==> src/rtl/pipeline_stage_skid_reg.sv <==
`default_nettype none
// ============================================================================
//  Module      : pipeline_stage_skid_reg
//  Description : Inter-stage pipeline register with valid/ready handshaking,
//                synchronous flush and an optional 2-entry skid buffer.
//
//                With the skid buffer enabled, in_ready is decoded from the
//                state register. A downstream stall therefore never forms a
//                combinational ready path back through the pipeline.
//
//                The control bundle reads as all-zero whenever no valid op
//                is held, so a bubble is harmless downstream. The data
//                bundle is simply held.
//
//  Ports       : clk        - clock, all state updates on posedge
//                rstN       - asynchronous active-low reset
//                flush      - synchronous kill of all held entries
//                in_valid   - upstream offers an op
//                in_ready   - stage can accept an op this cycle
//                in_ctrl    - upstream control bundle  [CTRL_W]
//                in_data    - upstream data bundle     [DATA_W]
//                out_valid  - main entry holds a valid op
//                out_ready  - downstream accepts the main entry
//                out_ctrl   - main entry control (zero when !out_valid)
//                out_data   - main entry data
//                occupancy  - entries held: 0, 1 or 2
//
//  Revision    : 1.0 - initial release
// ============================================================================
module pipeline_stage_skid_reg #(
    parameter int CTRL_W  = 4,
    parameter int DATA_W  = 72,
    parameter int SKID_EN = 1
) (
    input  logic              clk,
    input  logic              rstN,
    input  logic              flush,
    input  logic              in_valid,
    output logic              in_ready,
    input  logic [CTRL_W-1:0] in_ctrl,
    input  logic [DATA_W-1:0] in_data,
    output logic              out_valid,
    input  logic              out_ready,
    output logic [CTRL_W-1:0] out_ctrl,
    output logic [DATA_W-1:0] out_data,
    output logic [1:0]        occupancy
);

    // The state encoding equals the number of held entries, so the
    // occupancy output is the state register itself.
    localparam logic [1:0] c_st_empty = 2'd0;
    localparam logic [1:0] c_st_busy  = 2'd1;
    localparam logic [1:0] c_st_full  = 2'd2;

    logic [1:0]        state_q,     state_d;
    logic [CTRL_W-1:0] main_ctrl_q, main_ctrl_d;
    logic [DATA_W-1:0] main_data_q, main_data_d;
    logic [CTRL_W-1:0] skid_ctrl_q, skid_ctrl_d;
    logic [DATA_W-1:0] skid_data_q, skid_data_d;

    logic              in_fire;
    logic              out_fire;

    assign in_fire  = in_valid  & in_ready;
    assign out_fire = out_valid & out_ready;

    // ------------------------------------------------------------------
    // State register
    // ------------------------------------------------------------------
    always_ff @(posedge clk or negedge rstN) begin
        if (!rstN) begin
            state_q <= c_st_empty;
        end else begin
            state_q <= state_d;
        end
    end

    // ------------------------------------------------------------------
    // Next-state logic (flush overrides every transition)
    // ------------------------------------------------------------------
    always_comb begin
        state_d = state_q;
        case (state_q)
            c_st_empty: begin
                if (in_fire) begin
                    state_d = c_st_busy;
                end
            end
            c_st_busy: begin
                // Without the skid buffer, in_ready is low whenever the
                // main entry stalls, so the FULL branch is unreachable.
                if (in_fire && !out_fire && (SKID_EN != 0)) begin
                    state_d = c_st_full;
                end else if (!in_fire && out_fire) begin
                    state_d = c_st_empty;
                end
            end
            c_st_full: begin
                if (out_fire) begin
                    state_d = c_st_busy;
                end
            end
            default: begin
                state_d = c_st_empty;
            end
        endcase
        if (flush) begin
            state_d = c_st_empty;
        end
    end

    // ------------------------------------------------------------------
    // Entry registers
    // ------------------------------------------------------------------
    always_ff @(posedge clk or negedge rstN) begin
        if (!rstN) begin
            main_ctrl_q <= '0;
            main_data_q <= '0;
            skid_ctrl_q <= '0;
            skid_data_q <= '0;
        end else begin
            main_ctrl_q <= main_ctrl_d;
            main_data_q <= main_data_d;
            skid_ctrl_q <= skid_ctrl_d;
            skid_data_q <= skid_data_d;
        end
    end

    always_comb begin
        main_ctrl_d = main_ctrl_q;
        main_data_d = main_data_q;
        skid_ctrl_d = skid_ctrl_q;
        skid_data_d = skid_data_q;
        if (flush) begin
            // Any op accepted in the flush cycle is dropped. The data
            // registers keep their contents, because only ctrl must read
            // as a bubble.
            main_ctrl_d = '0;
            skid_ctrl_d = '0;
        end else begin
            case (state_q)
                c_st_empty: begin
                    if (in_fire) begin
                        main_ctrl_d = in_ctrl;
                        main_data_d = in_data;
                    end
                end
                c_st_busy: begin
                    if (in_fire && out_fire) begin
                        main_ctrl_d = in_ctrl;
                        main_data_d = in_data;
                    end else if (in_fire) begin
                        skid_ctrl_d = in_ctrl;
                        skid_data_d = in_data;
                    end else if (out_fire) begin
                        main_ctrl_d = '0;
                    end
                end
                c_st_full: begin
                    // The skid entry is younger, so it only moves into
                    // main once the older main entry has left.
                    if (out_fire) begin
                        main_ctrl_d = skid_ctrl_q;
                        main_data_d = skid_data_q;
                        skid_ctrl_d = '0;
                    end
                end
                default: begin
                    main_ctrl_d = '0;
                    skid_ctrl_d = '0;
                end
            endcase
        end
    end

    // ------------------------------------------------------------------
    // Output decode
    // ------------------------------------------------------------------
    always_comb begin
        out_valid = (state_q != c_st_empty);
        out_ctrl  = main_ctrl_q;
        out_data  = main_data_q;
        occupancy = state_q;
    end

    generate
        if (SKID_EN != 0) begin : g_skid
            assign in_ready = (state_q != c_st_full);
        end else begin : g_no_skid
            assign in_ready = out_ready | (state_q == c_st_empty);
        end
    endgenerate

endmodule
`default_nettype wire

==> config.mk <==
export PLATFORM = sky130hd
export DESIGN_NAME = pipeline_stage_skid_reg
export DESIGN_NICKNAME = d
export VERILOG_FILES = /design/src/rtl/pipeline_stage_skid_reg.sv
export SDC_FILE = /design/constraint.sdc
export NUM_CORES = 1
export LEC_CHECK = 0
export ABC_AREA = 1
export CORE_ASPECT_RATIO = 0.5
export CORE_MARGIN = 2
export CORE_UTILIZATION = 40
export CTS_CLUSTER_DIAMETER = 80
export DETAILED_ROUTE_END_ITERATION = 8
export DONT_BUFFER_PORTS = 1
export PLACE_DENSITY_LB_ADDON = 0.2
export SLEW_MARGIN = 20
export SYNTH_ARGS = -nofsm -noshare
export SYNTH_HDL_FRONTEND = slang
export SYNTH_SLANG_ARGS = --single-unit
==> constraint.sdc <==
create_clock -name clk -period 4.3 [get_ports clk]
set_clock_uncertainty 0.05 [all_clocks]
set_input_delay 0.645 -clock clk [delete_from_list [all_inputs] [get_ports clk]]
set_output_delay 0.645 -clock clk [all_outputs]
set_load 0.02 [all_outputs]
* Word-level counts from Yosys, hierarchy flattened
Cells that the tools add are included. W data, S select, Z words.
Operators by class: equal/unequal tests 14, mux-type cells 20, bitwise logic cells 4, reduce and logical (&&, ||, !) cells 13
Operators with widths (number):
- $mux W72 | 3
- $pmux W72 S3 | 1
- $mux W4 | 8
- $pmux W4 S3 | 2
- $ne A3 B3 Y1 const B | 4
- $ne A4 B4 Y1 const B | 3
- $reduce_and A4 Y1 | 3
- $mux W2 | 5
- $ne A2 B2 Y1 const B | 5
- $pmux W2 S3 | 1
- $reduce_and A5 Y1 | 1
- $logic_and A1 B1 Y1 | 3
- $reduce_and A3 Y1 | 1
- $reduce_bool A3 Y1 | 1
- $and A1 B1 Y1 | 2
- $eq A2 B1 Y1 const B | 1
- $eq A2 B2 Y1 const B | 1
- $logic_not A1 Y1 | 2
- $logic_not A2 Y1 | 1
- $not A1 Y1 | 2
- $reduce_bool A2 Y1 | 1
Storage, ports and cells: register bits 154, input bits 81

* Longest topological paths before layout
word-level depth 8, depth in mapped cells 9, depth with buffers taken out 8

* Worst setup path after synthesis
OpenSTA, ideal clock, no wires.
kind register to output, from reg state_q[0], in the netlist occupancy[0], to out in_ready, arrival 1.276 ns, data required time 3.605 ns, slack 2.329 ns, cell stages (with the launch flop) 5, buffers on the path 2, cell sequence dfrtp_1 inv_2 nand2_1 buf_2 clkbuf_1
On the way: word-level cells in the longest chain between the ends 1
Ends and longest elaborated chain:
- start, declared | RTL line 55 | logic [1:0] state_q, state_d;
- start signal, assigned | RTL line 72 | state_q <= c_st_empty;
- start signal, assigned | RTL line 74 | state_q <= state_d;
- $ne A2 B2 Y1 | RTL line 188 | assign in_ready = (state_q != c_st_full);
- end, declared | RTL line 39 | output logic in_ready,
Every way passes these cells.

* Worst setup path after layout
from reg state_q[0], in the netlist occupancy[0], to reg skid_data_q[17]
On the way: word-level cells in the longest chain between the ends 5, elaborated cells on any way between the ends 8, those cells by class eq/ne: 2; bitwise: 3; reduce/logical: 3
Ends and longest elaborated chain:
- $ne A2 B2 Y1 or $reduce_bool A2 Y1 (tied branches) | RTL line 188, 180
- $and A1 B1 Y1 (on tied branches) | RTL line 64, 65
- $logic_and A1 B1 Y1 | RTL line 149 | if (in_fire && out_fire) begin
- $not A1 Y1 (no source line)
- $reduce_and A4 Y1 (no source line) *
- end signal, assigned | RTL line 125 | skid_data_q <= skid_data_d;
- end, declared | RTL line 59 | logic [DATA_W-1:0] skid_data_q, skid_data_d;
Every way passes the cells marked *; elsewhere a longest branch is shown, timed or not. A chain may end at the register's enable or synchronous reset.

==> flow_summary.yaml <==
run_status:
  status: "finished, final reports clean"
sta:
  slew_headroom_pct: 41.4
  fmax_mhz: 361
  tightest_slew_ns: 0.876
  fin_ws_ns: 1.53
  final.min_clock_period_ns: 2.77
  rsz0062_at_grt: "false"
  setup_viol: 0
  setup_tns_ns: 0
  min_period_over_period_pct: 64.5
  report.final.slew_viol_count: 0
  finalHoldViolCount: 0
routing:
  wirelength_um: 16300
  via_count: 5364
  drc: 0
  wl_per_cell_um: 15.0
  drt_first_pass_iters: 5
  ant_nets: 0
  drt_iter0_drc: 304
  vias_per_cell: 4.93
logic_synthesis:
  yosysTopAreaCellShare_pct: 56.0
  synthCells: 876
  syn_avg_cell_area_um2: 7.86
  synth.area.top_cells: "dfrtp_1 56%, nand2_1 16%, o21ai_0 8.2%"
  ys_warn_count: 0
  syn_nets: 957
  ys_ff_latch: 154
  yosysSeqAreaShare_pct: 56.0
  synth_area_leader_cell: "dfrtp_1"
  ys_types: 13
  syn_area_mm2: 0.00689
placed_design:
  io_buffers: 0
  dp_hpwl_um: 9920
  globalplace.congestion: 0.872
  place_ws_ns: 1.44
  place_inst: 1057
  dpl-instance-area_mm2: 0.00704
final_layout:
  antenna_cells: 0
  fin_nets: 931
  utilization_pct: 46.5
  synthToLayoutAreaGrowth_pct: 12.2
  final_cell_mix: "289 x nand2_1, 154 x dfrtp_1, 113 x o21ai_0"
  final_common_cell: "nand2_1"
  fill_cells: 1693
  layout-drive-gt1-share_pct: 5.22
  final_cells: 1089
  final_area_mm2: 0.00773
pwr:
  power_density_mw_per_mm2: 617
  irDropWorstVdd_v: 0.000355
  p_leak_nw: 4.07
worst_setup_path:
  path_max_fanout: 80
  crit_end: "skid_data_q[17]"
  cp-start-kind: "register"
  critical_path.cell_chain: "inv_2 > nor2_2 > nand3_4 > buf_4 > nor2_1 > a21oi_1"
  endpoint_kind: "register"
  crit_path_start: "occupancy[0]"
  r2r.worst_path.cells: 6
  rrSetupSlack_ns: 1.53
  r2r_end: "skid_data_q[17]"
  arrival_ns: 2.98
  cp.required_ns: 4.50
  crit_type: "reg2reg"
  max_stage_delay_ns: 0.59
  rr_startpoint: "occupancy[0]"
  slowest_stage: "dfrtp_1"
clock_network:
  clk_pin_slew_ns: 0.06
  cts_root_buf: "clkbuf_16"
  numCtsBuffers: 17
  cts_tree: "done"
  cts_htree_levels: 4
  clock-sinks: 154
  clock_latency_ns: 0.41
  cts_buffer_depth: 2
  post_cts_buffers: 0
grt:
  grt_overflow_total: 0
  grt_max_degree: 155
  grt_pass1_vias: 5163
  antenna_found_initial: 0
  grt_use_total_pct: 18.7
  grt_first_pass_wirelength_um: 27500
floorplanning:
  fp.dieW_um: 190
  die_height_um: 96.8
  ioPinCount: 161
  rows: 33
  initial_utilization_pct: 41.5
  core_area_mm2: 0.0166
  die_area_mm2: 0.0183
min_path:
  hp-class: "in2async"
job:
  cap_violations: 0
## flip-flops by register name (all words and copies together), names as in the netlist
| register | flops |
|---|---|
| occupancy | 2 |
| out_ctrl | 4 |
| out_data | 72 |
| skid_ctrl_q | 4 |
| skid_data_q | 72 |
## worst min path at each step
stage / endpoint / slack [ns] / cells after the start
finish: skid_data_q[59] / 0.15 / 1
global route: out_data[61] / 0.26 / 1
CTS: skid_data_q[59] / 0.24 / 1
detailed placement: skid_data_q[59] / 0.30 / 0
global placement: skid_data_q[59] / 0.30 / 0
floorplan: occupancy[0] / 0.30 / 0
## critical path, delay by kind of cell, from the launching register on
| kind | cells | cell delay [ns] |
|---|---|---|
| AO/OA/AOI/OAI | 1 | 0.06 |
| AND/OR/NAND/NOR | 3 | 1.09 |
| buffers and inverters | 2 | 0.73 |
| flip-flops | 1 | 0.59 |
## power breakdown
part	total (W)	switching (W)	internal [W]
sequential	0.00242	0.000533	0.00189
combinational	0.000657	0.000427	0.000230
clock	0.00169	0.000599	0.00109
total	0.00476	0.00156	0.00320
## area by class of cell
cell class | count | area (um2) | share of cell area (%)
clock buffers | 19 | 433 | 5.60
clock inverters | 12 | 221 | 2.87
inverters | 87 | 327 | 4.23
multi-input cells | 583 | 2530 | 32.8
flip-flops and latches | 154 | 3850 | 49.9
well taps | 227 | 284 | 3.68
repair buffers | 7 | 72.6 | 0.939
## kinds of logic (layout without fill, tap and decap cells)
logic type             after synthesis  after routing  share of synthesized area, %
AO/OA/AOI/OAI                      157            157                          11.4
buffers and inverters              139            125                          7.78
flip-flops                         154            154                          56.0
AND/OR/NAND/NOR                    426            426                          24.9
## stage by stage
| stage | power (W) | hold slack (ns) |
|---|---|---|
| 3_3_place_gp | 0.00306 | 0.303 |
| 4_1_cts | 0.00483 | 0.235 |
| 3_5_place_dp | 0.00309 | 0.302 |
| 6_report | 0.00476 | 0.148 |
| 2_1_floorplan | 0.00288 | 0.299 |
| 5_1_grt | 0.00507 | 0.257 |
## metal layers
layer  vias up  share of wire [%]  GRT usage [%]
met5         -                  0              0
met3        13                6.4           6.10
met1      2518                 48           25.0
met2       129                 45           29.5
li1       2704                  -              -
met4         0               0.91           4.47
## cell usage after synthesis
library cell	count
nand2_1	292
nor2_2	1
buf_2	11
buf_1	11
a21oi_1	44
inv_1	85
clkbuf_1	30
nand3_1	78
o21ai_0	113
inv_2	2
nor2_1	54
nor3_4	1
dfrtp_1	154
## timing repair
action | CTS | global route
gates resized for setup | 0 | 0
endpoints found under the setup margin | 0 | 0
endpoints found under the hold margin | 154 | 0
hold buffers | 1 | 0
(Power assumes the default switching activity.)
